--- config.mk ---
export PLATFORM = sky130hd
export DESIGN_NAME = param_sync_fifo
export DESIGN_NICKNAME = d
export VERILOG_FILES = /design/src/rtl/param_sync_fifo.sv
export SDC_FILE = /design/constraint.sdc
export NUM_CORES = 1
export LEC_CHECK = 0
export BUFFER_PORTS_ARGS = -buffer_cell sky130_fd_sc_hd__buf_4
export CAP_MARGIN = 5
export CORE_MARGIN = 2
export CORE_UTILIZATION = 55
export DETAILED_ROUTE_END_ITERATION = 8
export GPL_ROUTABILITY_DRIVEN = 1
export GPL_TIMING_DRIVEN = 0
export PLACE_DENSITY = 0.76
export SKIP_LAST_GASP = 1
export SLEW_MARGIN = 5
export SYNTH_ARGS = -nofsm -noshare
export SYNTH_HDL_FRONTEND = slang
export SYNTH_SLANG_ARGS = --single-unit
--- constraint.sdc ---
create_clock -name clock -period 2.4 [get_ports clock]
set_input_delay 0.36 -clock clock [delete_from_list [all_inputs] [get_ports clock]]
set_output_delay 0.36 -clock clock [all_outputs]
set_load 0.01 [all_outputs]
--- src/rtl/param_sync_fifo.sv ---
// Parametrised single-clock FIFO with registered read data, occupancy count,
// programmable almost-full/almost-empty thresholds and sticky error flags.
module param_sync_fifo #(
    parameter int DATA_WIDTH = 8,
    parameter int DEPTH      = 8,
    parameter int ADDR_WIDTH = 3,
    parameter int AF_LEVEL   = 6,
    parameter int AE_LEVEL   = 2
) (
    input  logic                  clock,
    input  logic                  reset,
    input  logic                  wn,
    input  logic                  rn,
    input  logic                  clr_err,
    input  logic [DATA_WIDTH-1:0] DATAIN,
    output logic [DATA_WIDTH-1:0] DATAOUT,
    output logic                  dout_valid,
    output logic                  full,
    output logic                  empty,
    output logic                  almost_full,
    output logic                  almost_empty,
    output logic [ADDR_WIDTH:0]   count,
    output logic                  overflow,
    output logic                  underflow
);

    localparam logic [ADDR_WIDTH:0] FULL_CNT = (ADDR_WIDTH + 1)'(DEPTH);
    localparam logic [ADDR_WIDTH:0] AF_CNT   = (ADDR_WIDTH + 1)'(AF_LEVEL);
    localparam logic [ADDR_WIDTH:0] AE_CNT   = (ADDR_WIDTH + 1)'(AE_LEVEL);

    logic [DATA_WIDTH-1:0] mem [DEPTH];
    logic [ADDR_WIDTH-1:0] wptr;
    logic [ADDR_WIDTH-1:0] rptr;
    logic                  rd_ok;
    logic                  wr_ok;

    // Flags decode only the registered count, so they never follow rn/wn directly.
    assign full         = (count == FULL_CNT);
    assign empty        = (count == '0);
    assign almost_full  = (count >= AF_CNT);
    assign almost_empty = (count <= AE_CNT);

    // A full FIFO still takes a write when a read frees a slot in the same cycle.
    assign rd_ok = rn & ~empty;
    assign wr_ok = wn & (~full | rd_ok);

    always_ff @(posedge clock) begin
        if (wr_ok) begin
            mem[wptr] <= DATAIN;
        end
    end

    always_ff @(posedge clock or negedge reset) begin
        if (!reset) begin
            wptr       <= '0;
            rptr       <= '0;
            count      <= '0;
            DATAOUT    <= '0;
            dout_valid <= 1'b0;
            overflow   <= 1'b0;
            underflow  <= 1'b0;
        end else begin
            dout_valid <= rd_ok;
            if (rd_ok) begin
                DATAOUT <= mem[rptr];
                rptr    <= rptr + 1'b1;
            end
            if (wr_ok) begin
                wptr <= wptr + 1'b1;
            end
            case ({wr_ok, rd_ok})
                2'b10:   count <= count + 1'b1;
                2'b01:   count <= count - 1'b1;
                default: count <= count;
            endcase
            // Set condition takes priority over a same-cycle clear.
            overflow  <= (wn & full & ~rd_ok) | (overflow & ~clr_err);
            underflow <= (rn & empty) | (underflow & ~clr_err);
        end
    end

endmodule

## Yosys cells after proc, flatten, opt, wreduce, memory -nomap -nowiden

Memories as Yosys holds them, arrays and structs flattened. A register that Yosys moved wholly into a read port is not among the register bits.
Cells that the tools add are included.

| storage, ports and cells | value |
|---|---|
| logic and storage cells | 36 |
| bits in registers | 13 |
| RAM bits | 64 |
| memories kept | 1 |
| output and inout bits | 19 |
| input bits | 13 |

| operators by class | value |
|---|---|
| bitwise operators | 14 |
| muxes and demuxes | 3 |
| reduce and logical (&&, ||, !) cells | 3 |
| order comparisons | 2 |
| eq/ne operators | 3 |
| add/sub/neg operators | 4 |

Memories:

| memory | words | width | read ports | clocked after Yosys merged registers in | wr ports | line | source |
|---|---|---|---|---|---|---|---|
| mem | 8 | 8 | 1 | 1 | 1 | 31 | `logic [DATA_WIDTH-1:0] mem [DEPTH];` |

Operators with widths:

| kind | number |
|---|---|
| $pmux 4 s2 | 1 |
| $and 1x1->1 | 7 |
| $add 3x1->3 const B | 2 |
| $add 4x1->4 const B | 1 |
| $eq 4x4->1 const B | 1 |
| $ge 4x3->1 const B | 1 |
| $le 4x2->1 const B | 1 |
| $logic_not 4->1 | 1 |
| $not 1->1 | 4 |
| $sub 4x1->4 const B | 1 |
| $or 1x1->1 | 3 |
| $eq 2x1->1 const B | 1 |
| $eq 2x2->1 const B | 1 |
| $mux 1 | 2 |
| $reduce_bool 2->1 | 1 |
| $logic_not 1->1 | 1 |

## Logic depth before layout (Yosys ltp)

Gate-level depths: netlist of the first run.

| depth | value |
|---|---|
| depth after elaboration | 7 |
| gate-level depth with buffers | 9 |
| gate-level depth less buffers | 8 |

## Worst setup path before layout of the first run

No wires, ideal clock.

| timing | value |
|---|---|
| path kind | flip-flop to flip-flop |
| start | reg count[0] |
| end | reg count[1] |
| slack | 0.152 ns |
| path buffers | 1 |
| stages on the path, launching flop included | 10 |
| period minus slack after synthesis | 2.248 ns |
| data arrival time | 2.124 ns |
| setup time | 0.124 ns |
| data required time | 2.276 ns |
| path through | dfrtp_1 > buf_6 > o41ai_4 > inv_4 > nand2_1 > xnor2_1 > ha_1 > nand2b_1 > o21ai_0 > a211o_1 |

| between the ends | value |
|---|---|
| longest elaborated chain between the ends | 7 |
| elaborated cells between the ends (all ways) | 13 |
| classes of those cells | 2 x add/sub; 3 x eq/ne; 1 x mux; 5 x bitwise; 2 x reduce/logical |

RTL lines:

| element | line | source |
|---|---|---|
| from (decl) | 22 | `output logic [ADDR_WIDTH:0] count,` |
| from (signal assigned) | 72 | `2'b10: count <= count + 1'b1;` |
| from (signal assigned) | 73 | `2'b01: count <= count - 1'b1;` |
| from (signal assigned) | 74 | `default: count <= count;` |
| $logic_not 4->1 * | 39 | `assign empty = (count == '0);` |
| $not 1->1 * | 44 | `assign rd_ok = rn & ~empty;` |
| $and 1x1->1 * | 44 |  |
| via rd_ok | 34 | `logic rd_ok;` |
| $or 1x1->1 | 45 | `assign wr_ok = wn & (~full \| rd_ok);` |
| $and 1x1->1 | 45 |  |
| $eq 2x1->1 or $eq 2x2->1 (tied branches) | 71 | `case ({wr_ok, rd_ok})` |
| $pmux 4 s2 or $reduce_bool 2->1 (tied branches) | -- |  |

Mark *: on every way through the listed nets, which the timed path passes. The rest lies on a longest branch.
A chain may end at the register's enable or synchronous reset.

## Final worst setup path of the first run

| timing | value |
|---|---|
| start | reg count[1] |
| end | out full |

| between the ends | value |
|---|---|
| longest elaborated chain between the ends | 1 |

RTL lines:

| element | line | source |
|---|---|---|
| $eq 4x4->1 | 38 | `assign full = (count == FULL_CNT);` |
| to (decl) | 18 | `output logic full,` |

Every way passes these cells.

==> results.cfg, run 1 <==
[run_status]
status = finished clean

[synthesis]
avgSynthCellArea_um2 = 15.0
syn-num-nets = 252
synth_cells = 236
ys_warn_count = 0
ys_ff_latch = 85
synth_top_cell_by_area = edfxtp_1
synth_common_cells = 64 x edfxtp_1, 21 x dfrtp_1, 17 x mux2_2, 17 x mux2i_1, 17 x nand2_1
ys_async_sr_fraction = 0.247
yosysSeqAreaShare = 0.690
yosysMostFrequentCell = edfxtp_1
synth.area.top_cells = edfxtp_1 54%, dfrtp_1 15%, mux2_2 5.4%
synth-main-ff-cell = edfxtp_1
yosysTopAreaCellShare = 0.542
synth-edff-count = 64
yosysUniqueCellTypes = 41
netlist_area_um2 = 3540

[setup_path]
worstRegToRegCells = 4
worst-path-stages = 4
start_kind = register
reg2reg_slack_ns = 0.21
worstPathRequired_ns = 2.04
crit_chain = clkbuf_2, or4b_2, inv_1, buf_4
critPathMaxStageDelay_ns = 0.71
path_buf_inv = 3
critical_path.slowest_cell = or4b_2
crit_family = simple AND/OR/NAND/NOR gates
path_class = reg2out
arrival_ns = 1.93
end_kind = primary output
r2r_start = count[1]
startpoint = count[1]
reg2reg_to = mem[3][2]
worst-path-max-fanout = 10
cp-endpoint = full

[timing]
worst_slew_pin_slew_ns = 0.903
report.final.setup_viol = 0
finalHoldViolations = 0
finalCriticalPeriod_ns = 2.29
period_share = 0.953
relSlewSlack = 0.396
max_freq_mhz = 437
slew_viol_final = 0
rsz0062_at_grt = no
fin_tns_setup_ns = 0
final.setup_skew_ns = 0.00775

[clock_tree]
cts-htree-levels = 3
cts_buffer_depth = 2
clock_latency_ns = 0.36
cts_root_buf = clkbuf_8
cts_sinks = 85
cts_tree = done
clk_pin_slew_ns = 0.08
cts_buffers = 9

[run]
drv_cap = 0

[route]
vias = 2120
drcViolationCount = 0
drt-total-wl_mm = 6.96
drt-vias-per-instance = 5.87
drtIter0Drc = 65
firstDrtPassIters = 5
wl_per_cell_um = 19.3
postRouteAntennaNets = 0

[placed_design]
port_buffers = 30
dp_cells = 343
gp_congestion = 0.749
dp_hpwl_mm = 4.49

[global_routing]
overflow = 0
grt_pass1_wl_mm = 10.8
grt_pass1_vias = 2103
grt_max_degree = 22
globalRouteTotalUtil = 0.205
antenna_found_initial = 0

[layout]
fin_nets = 295
nFillCells = 452
final_cells = 361
final_layout_size_suffix_gt1_frac = 0.268
multi_input_comb_area_um2 = 1010
num_antenna_cells = 0
syn2layout_area_growth_pct = 16.1
regArea_um2 = 2450

[min_path]
hold_path.class = in2reg

[die]
die_h_um = 84.3
core_area_um2 = 6280
die_x_um = 84.3
ioPinCount = 32
dieArea_um2 = 7100
start_util = 0.565
rows = 29

[power_and_ir_drop]
p_total_mw = 4.90
p_per_area_nw_per_um2 = 1190
vdd_drop_max_v = 0.000668
p_leak_nw = 1.57
worst register-to-register path: cells and delay by family, from the launching register on:
family,cells,cell delay [ns]
buffers and inverters,1,0.23
AND/OR/NAND/NOR,2,0.90
flip-flops,1,0.46
AO/OA/AOI/OAI,1,0.22
worst min-delay path by stage:
stage | from | end | slack [ns] | cells past startpoint
final | clr_err | underflow | 0.20 | 2
after global routing | clr_err | underflow | 0.21 | 2
after CTS | clr_err | underflow | 0.19 | 2
after detailed placement | reset | DATAOUT[3] | 0.27 | 1
after global placement | reset | DATAOUT[3] | 0.26 | 1
after floorplan | reset | DATAOUT[0] | 0.06 | 0
report_power, final:
| group | leakage, nW | internal, mW | switching (mW) |
|---|---|---|---|
| sequential | 0.836 | 1.91 | 0.194 |
| clock | 0.104 | 0.589 | 0.518 |
| combinational | 0.630 | 0.764 | 0.917 |
| total | 1.57 | 3.27 | 1.63 |
state kept, by name (all words and copies together), names as in the netlist:
signal,count
mem,64
DATAOUT,8
count,4
rptr,3
wptr,3
dout_valid,1
overflow,1
underflow,1
kinds of logic (layout without fill, tap and decap cells):
| group | Yosys count | count (layout) | share of synthesized area |
|---|---|---|---|
| flip-flops | 85 | 85 | 0.690 |
| AO/OA/AOI/OAI | 46 | 46 | 0.0978 |
| AND/OR/NAND/NOR | 43 | 43 | 0.0604 |
| multiplexers | 34 | 34 | 0.102 |
| buffers and inverters | 20 | 68 | 0.0265 |
| XOR/XNOR | 5 | 5 | 0.0124 |
| adder cells (fa/ha/maj) | 3 | 3 | 0.0106 |
what timing repair did:
action | CTS | global route
endpoints found under the hold margin | 21 | 0
pin swaps | 1 | 0
endpoints found under the setup margin | 2 | 1
setup buffers | 1 | 0
resized for setup | 0 | 2
hold buffers | 1 | 0
cells in the final DEF (no fill, tap or decap), types with 8 or more instances in the layout:
master and n:
a22o_1 8, buf_4 32, clkbuf_8 9, dfrtp_1 21, edfxtp_1 64, mux2_2 17, mux2i_1 17, nand2_1 17
o22ai_1 8, o31ai_1 9
layout make-up:
type,count,area share
multi-input cells,131,0.246
repair buffers,32,0.0590
flip-flops and latches,85,0.595
plain buffers,14,0.0170
well taps,77,0.0234
clock buffers,9,0.0301
clock inverters,7,0.0234
inverters,6,0.00608
metal layers:
layer  global-route usage  part of all wire  wire length, um
met2                0.351              0.50             3510
met4               0.0806             0.023              157
met3               0.0354             0.045              310
met1                0.263              0.43             2980
met5                    0                 0                0
through the flow:
stage / cell area [um2] / setup WS, ns / hold slack, ns / utilization
5_1_grt: 4120 / 0.0536 / 0.209 / 0.656
4_1_cts: 4110 / 0.0646 / 0.190 / 0.655
2_1_floorplan: 3540 / 0.152 / 0.0644 / -
3_3_place_gp: 3870 / -0.326 / 0.262 / 0.616
6_report: 4120 / 0.114 / 0.196 / 0.656
3_5_place_dp: 3880 / -0.123 / 0.266 / 0.618
No activity file was read; power rests on OpenSTA's default activity.
==> run 2: changes to the inputs <==
--- a/config.mk
+++ b/config.mk
@@ -8,11 +8,11 @@
 export BUFFER_PORTS_ARGS = -buffer_cell sky130_fd_sc_hd__buf_4
 export CAP_MARGIN = 5
 export CORE_MARGIN = 2
-export CORE_UTILIZATION = 55
+export CORE_UTILIZATION = 58
 export DETAILED_ROUTE_END_ITERATION = 8
 export GPL_ROUTABILITY_DRIVEN = 1
 export GPL_TIMING_DRIVEN = 0
-export PLACE_DENSITY = 0.76
+export PLACE_DENSITY = 0.79
 export SKIP_LAST_GASP = 1
 export SLEW_MARGIN = 5
 export SYNTH_ARGS = -nofsm -noshare
==> run 2 against run 1 <==
Effect of this change: combinational power hardly changed; first-iteration DRC count is 120% higher; via count is 0.94% lower; die area down 4.9%; non-clock buffer count unchanged; global-route usage increased by 2.1 points; largest cell class unchanged; largest power group unchanged.
==> results.cfg, run 2 (same netlist as run 1, synthesis figures left out) <==
[setup_path]
critPathMaxStageDelay_ns = 0.73
crit_family = simple AND/OR/NAND/NOR gates
worstRegToRegCells = 9
path_buf_inv = 3
worst-path-stages = 4
path_class = reg2out
critical_path.slowest_cell = or4b_2
arrival_ns = 1.96
crit_chain = clkbuf_1, or4b_2, inv_1, buf_4
worstPathRequired_ns = 2.04
worst-path-max-fanout = 10
start_kind = register
end_kind = primary output

[min_path]
worstHoldPathCells = 2
hold_path.class = in2reg

[route]
wl_met3_um = 413
wirelength_met1_mm = 2.97
drt-total-wl_mm = 6.90
firstDrtPassIters = 4
wl_met2_mm = 3.40
vias = 2100
routed.top_layer = met4
drtIter0Drc = 146
drt-vias-per-instance = 5.85
drcViolationCount = 0
postRouteAntennaNets = 0
wl_per_cell_um = 19.2

[clock_tree]
cts-htree-levels = 3
clk_pin_slew_ns = 0.08
cts_root_buf = clkbuf_8
cts_sinks = 85
cts_buffers = 9
cts_tree = done
clock_latency_ns = 0.35
cts_buffer_depth = 2

[timing]
worst_slew_pin_slew_ns = 0.913
holdWs_ns = 0.201
period_share = 0.966
max_freq_mhz = 431
finalHoldViolations = 0
fin_tns_setup_ns = 0
relSlewSlack = 0.389
rsz0062_at_grt = no
slew_viol_final = 0
report.final.setup_viol = 0
finalCriticalPeriod_ns = 2.32
final.setup_skew_ns = 0.00965

[die]
die_x_um = 82.2
rows = 28
dieArea_um2 = 6750
start_util = 0.599
ioPinCount = 32
die_h_um = 82.2
core_area_um2 = 5920

[layout]
final_util = 0.689
top_register = mem
num_antenna_cells = 0
final_layout_size_suffix_gt1_frac = 0.257
syn2layout_area_growth_pct = 15.1
largest_reg_flops = 64
layout_common_cells = 64 x edfxtp_1, 32 x buf_4, 21 x dfrtp_1
reg.largest.list = mem (64), DATAOUT (8), count (4)
final_common_cell = edfxtp_1
fin_nets = 295

[run_status]
status = finished clean

[global_routing]
grt_max_degree = 22
grt_pass1_vias = 1969
antenna_found_initial = 0
grt_pass1_wl_mm = 10.4
overflow = 0
globalRouteTotalUtil = 0.226

[power_and_ir_drop]
p_leak_nw = 1.55
p_per_area_nw_per_um2 = 1170
vdd_drop_max_v = 0.000783

[run]
drv_cap = 0

[placed_design]
port_buffers = 30
gp_congestion = 0.765
dp_hpwl_mm = 4.33
-- run 2: changes by cell type in the layout (fill, tap and decap cells not counted) --
cell       previous run  this run
bufinv_16             2         1
clkbuf_1              5         7
clkbuf_2              1         0
clkinv_1              1         2
inv_6                 2         1
-- run 2: report_power, final --
part / switching, mW / leakage (nW) / total [mW] / internal (mW)
clock: 0.495 / 0.0880 / 0.972 / 0.478
combinational: 0.934 / 0.628 / 1.70 / 0.764
sequential: 0.193 / 0.836 / 2.11 / 1.91
total: 1.62 / 1.55 / 4.78 / 3.16
-- run 2: path summary, 6_finish.rpt --
check | from | end | slack, ns
worst min-delay path | clr_err | overflow | 0.20
worst min register to register | DATAOUT[7] | DATAOUT[7] | 0.49
min in group asynchronous | reset | rptr[0] | 0.43
worst max-delay path | count[1] | full | 0.08
worst max register to register | count[0] | count[1] | 0.21
max in group asynchronous | reset | wptr[2] | 1.73
-- run 2: through the flow --
| stage | cell area, um2 | cells | setup slack (ns) | power, mW |
|---|---|---|---|---|
| finish | 4080 | 359 | 0.0820 | 4.78 |
| floorplan | 3540 | 236 | 0.152 | 3.23 |
| global placement | 3860 | 341 | -0.174 | 3.75 |
| CTS | 4080 | 359 | 0.0765 | 4.79 |
| global route | 4080 | 359 | 0.0262 | 5.02 |
| detailed placement | 3860 | 341 | -0.307 | 3.82 |
-- run 2: layout make-up --
| class | count | area [um2] |
|---|---|---|
| fillers | 433 | 1840 |
| multi-input cells | 131 | 1010 |
| clock buffers | 10 | 128 |
| clock inverters | 6 | 61.3 |
| flip-flops and latches | 85 | 2450 |
| well taps | 75 | 93.8 |
| plain buffers | 14 | 68.8 |
| repair buffers | 32 | 243 |
| inverters | 6 | 25.0 |
-- run 2: layer usage --
metal | vias to the layer above | GRT usage
met2 | 65 | 0.363
li1 | 988 | -
met5 | - | 0
met1 | 1037 | 0.303
met4 | 0 | 0.102
met3 | 10 | 0.0424
-- run 2: timing repair --
item	in CTS	in global routing
setup endpoints to repair	18	0
hold buffers	1	0
endpoints found under the hold margin	21	0
gates resized for setup	2	0
setup buffers	1	0
==> run 3: changes to the inputs <==
--- a/config.mk
+++ b/config.mk
@@ -5,14 +5,15 @@
 export SDC_FILE = /design/constraint.sdc
 export NUM_CORES = 1
 export LEC_CHECK = 0
-export BUFFER_PORTS_ARGS = -buffer_cell sky130_fd_sc_hd__buf_4
 export CAP_MARGIN = 5
 export CORE_MARGIN = 2
-export CORE_UTILIZATION = 58
+export CORE_UTILIZATION = 60
 export DETAILED_ROUTE_END_ITERATION = 8
+export DONT_BUFFER_PORTS = 1
 export GPL_ROUTABILITY_DRIVEN = 1
 export GPL_TIMING_DRIVEN = 0
-export PLACE_DENSITY = 0.79
+export PLACE_DENSITY = 0.77
+export SKIP_CTS_REPAIR_TIMING = 1
 export SKIP_LAST_GASP = 1
 export SLEW_MARGIN = 5
 export SYNTH_ARGS = -nofsm -noshare
==> run 3 against run 2 <==
Effect of this change: global-route usage increased by 0.91 points; die area decreased by 3.2%; via count decreased by 2.2%; combinational power decreased by 15%; count of clock-buffer cells in the layout decreased by 1; final area decreased by 4.4%; register-to-register slack got worse by 0.10 ns; non-clock buffer count decreased by 27; clock skew about the same; utilization increased by 0.68 points; critical path type unchanged.
==> results.cfg, run 3 (same netlist as run 1, synthesis figures left out) <==
[run_status]
status = finished clean

[power_and_ir_drop]
p_total_mw = 4.66
vdd_drop_max_v = 0.000604
p_per_area_nw_per_um2 = 1190
p_leak_nw = 1.44

[setup_path]
path_buf_inv = 2
critPathMaxStageDelay_ns = 0.68
critical_path.slowest_cell = or4b_2
crit_family = simple AND/OR/NAND/NOR gates
arrival_ns = 1.94
end_kind = primary output
worst-path-max-fanout = 8
path_class = reg2out
crit_chain = clkbuf_1, or4b_2, inv_1
worstPathRequired_ns = 2.04
start_kind = register

[timing]
final.setup_skew_ns = 0.00938
finalCriticalPeriod_ns = 2.30
relSlewSlack = 0.375
finalHoldViolations = 0
worst_slew_pin_slew_ns = 0.933
fin_tns_setup_ns = 0
max_freq_mhz = 434
slew_viol_final = 0
report.final.setup_viol = 0
period_share = 0.960

[layout]
final_common_cell = edfxtp_1
largest_reg_flops = 64
final_util = 0.696
final_cells = 329
fin_nets = 268
top_register = mem
layout_common_cells = 64 x edfxtp_1, 21 x dfrtp_1, 17 x nand2_1, 17 x mux2_2, 17 x mux2i_1
syn2layout_area_growth_pct = 10.1
fin_area_um2 = 3900
num_antenna_cells = 0
reg.largest.list = mem (64), DATAOUT (8), count (4)
final_layout_size_suffix_gt1_frac = 0.195

[route]
firstDrtPassIters = 4
vias = 2053
drcViolationCount = 0
drt-total-wl_mm = 7.02
drt-vias-per-instance = 6.24
drtIter0Drc = 162
wl_per_cell_um = 21.3
postRouteAntennaNets = 0

[min_path]
hold_path.class = in2reg

[global_routing]
grt_pass1_wl_mm = 10.8
grt_max_degree = 22
overflow = 0
globalRouteTotalUtil = 0.235
antenna_found_initial = 0
grt_pass1_vias = 2036

[die]
ioPinCount = 32
die_h_um = 80.9
die_x_um = 80.9
dieArea_um2 = 6540
start_util = 0.632
rows = 27
core_area_um2 = 5610

[placed_design]
port_buffers = 0
dp_cells = 308
place_area_um2 = 3640
gp_congestion = 0.855
dp_hpwl_mm = 4.36

[clock_tree]
cts_tree = done
cts_buffers = 9
clock_latency_ns = 0.36
clk_pin_slew_ns = 0.09
cts_root_buf = clkbuf_8
cts_buffer_depth = 2
cts-htree-levels = 3
cts_sinks = 85

[run]
drv_cap = 0
-- run 3: worst paths after layout --
| check | end | slack, ns | start | cells past startpoint |
|---|---|---|---|---|
| min in group asynchronous | DATAOUT[4] | 0.44 | reset | 2 |
| min reg2reg | wptr[0] | 0.54 | wptr[0] | 1 |
| max reg2reg | count[1] | 0.11 | count[3] | 10 |
| max | full | 0.1 | count[3] | 3 |
| min | mem[1][3] | 0.09 | DATAIN[3] | 0 |
| max in group asynchronous | DATAOUT[2] | 1.82 | reset | 2 |
-- run 3: area by class of cell --
cell class	count	area, um2
inverters	6	25.0
clock inverters	7	77.6
multi-input cells	131	1020
well taps	72	90.1
plain buffers	14	70.1
repair buffers	5	52.6
flip-flops and latches	85	2450
fillers	383	1710
clock buffers	9	124
-- run 3: metal layers --
layer  global-route usage  vias to the layer above  share of wire
li1                     -                      940              -
met1                0.304                     1019           0.42
met2                0.369                       77           0.49
met3               0.0633                       17          0.071
met4                0.117                        0          0.020
met5                    0                        -              0
-- run 3: power by group --
group / switching, mW / total [mW] / internal (mW)
clock: 0.550 / 1.05 / 0.496
combinational: 0.829 / 1.44 / 0.612
sequential: 0.262 / 2.18 / 1.91
total: 1.64 / 4.66 / 3.02
-- run 3: metrics by stage --
| step | hold slack [ns] | setup slack [ns] |
|---|---|---|
| 2_1_floorplan | 0.0644 | 0.152 |
| 3_3_place_gp | 0.0649 | -0.361 |
| 3_5_place_dp | 0.0650 | -0.267 |
| 4_1_cts | -0.321 | -0.277 |
| 5_1_grt | 0.0734 | -0.00836 |
| 6_report | 0.0859 | 0.0957 |
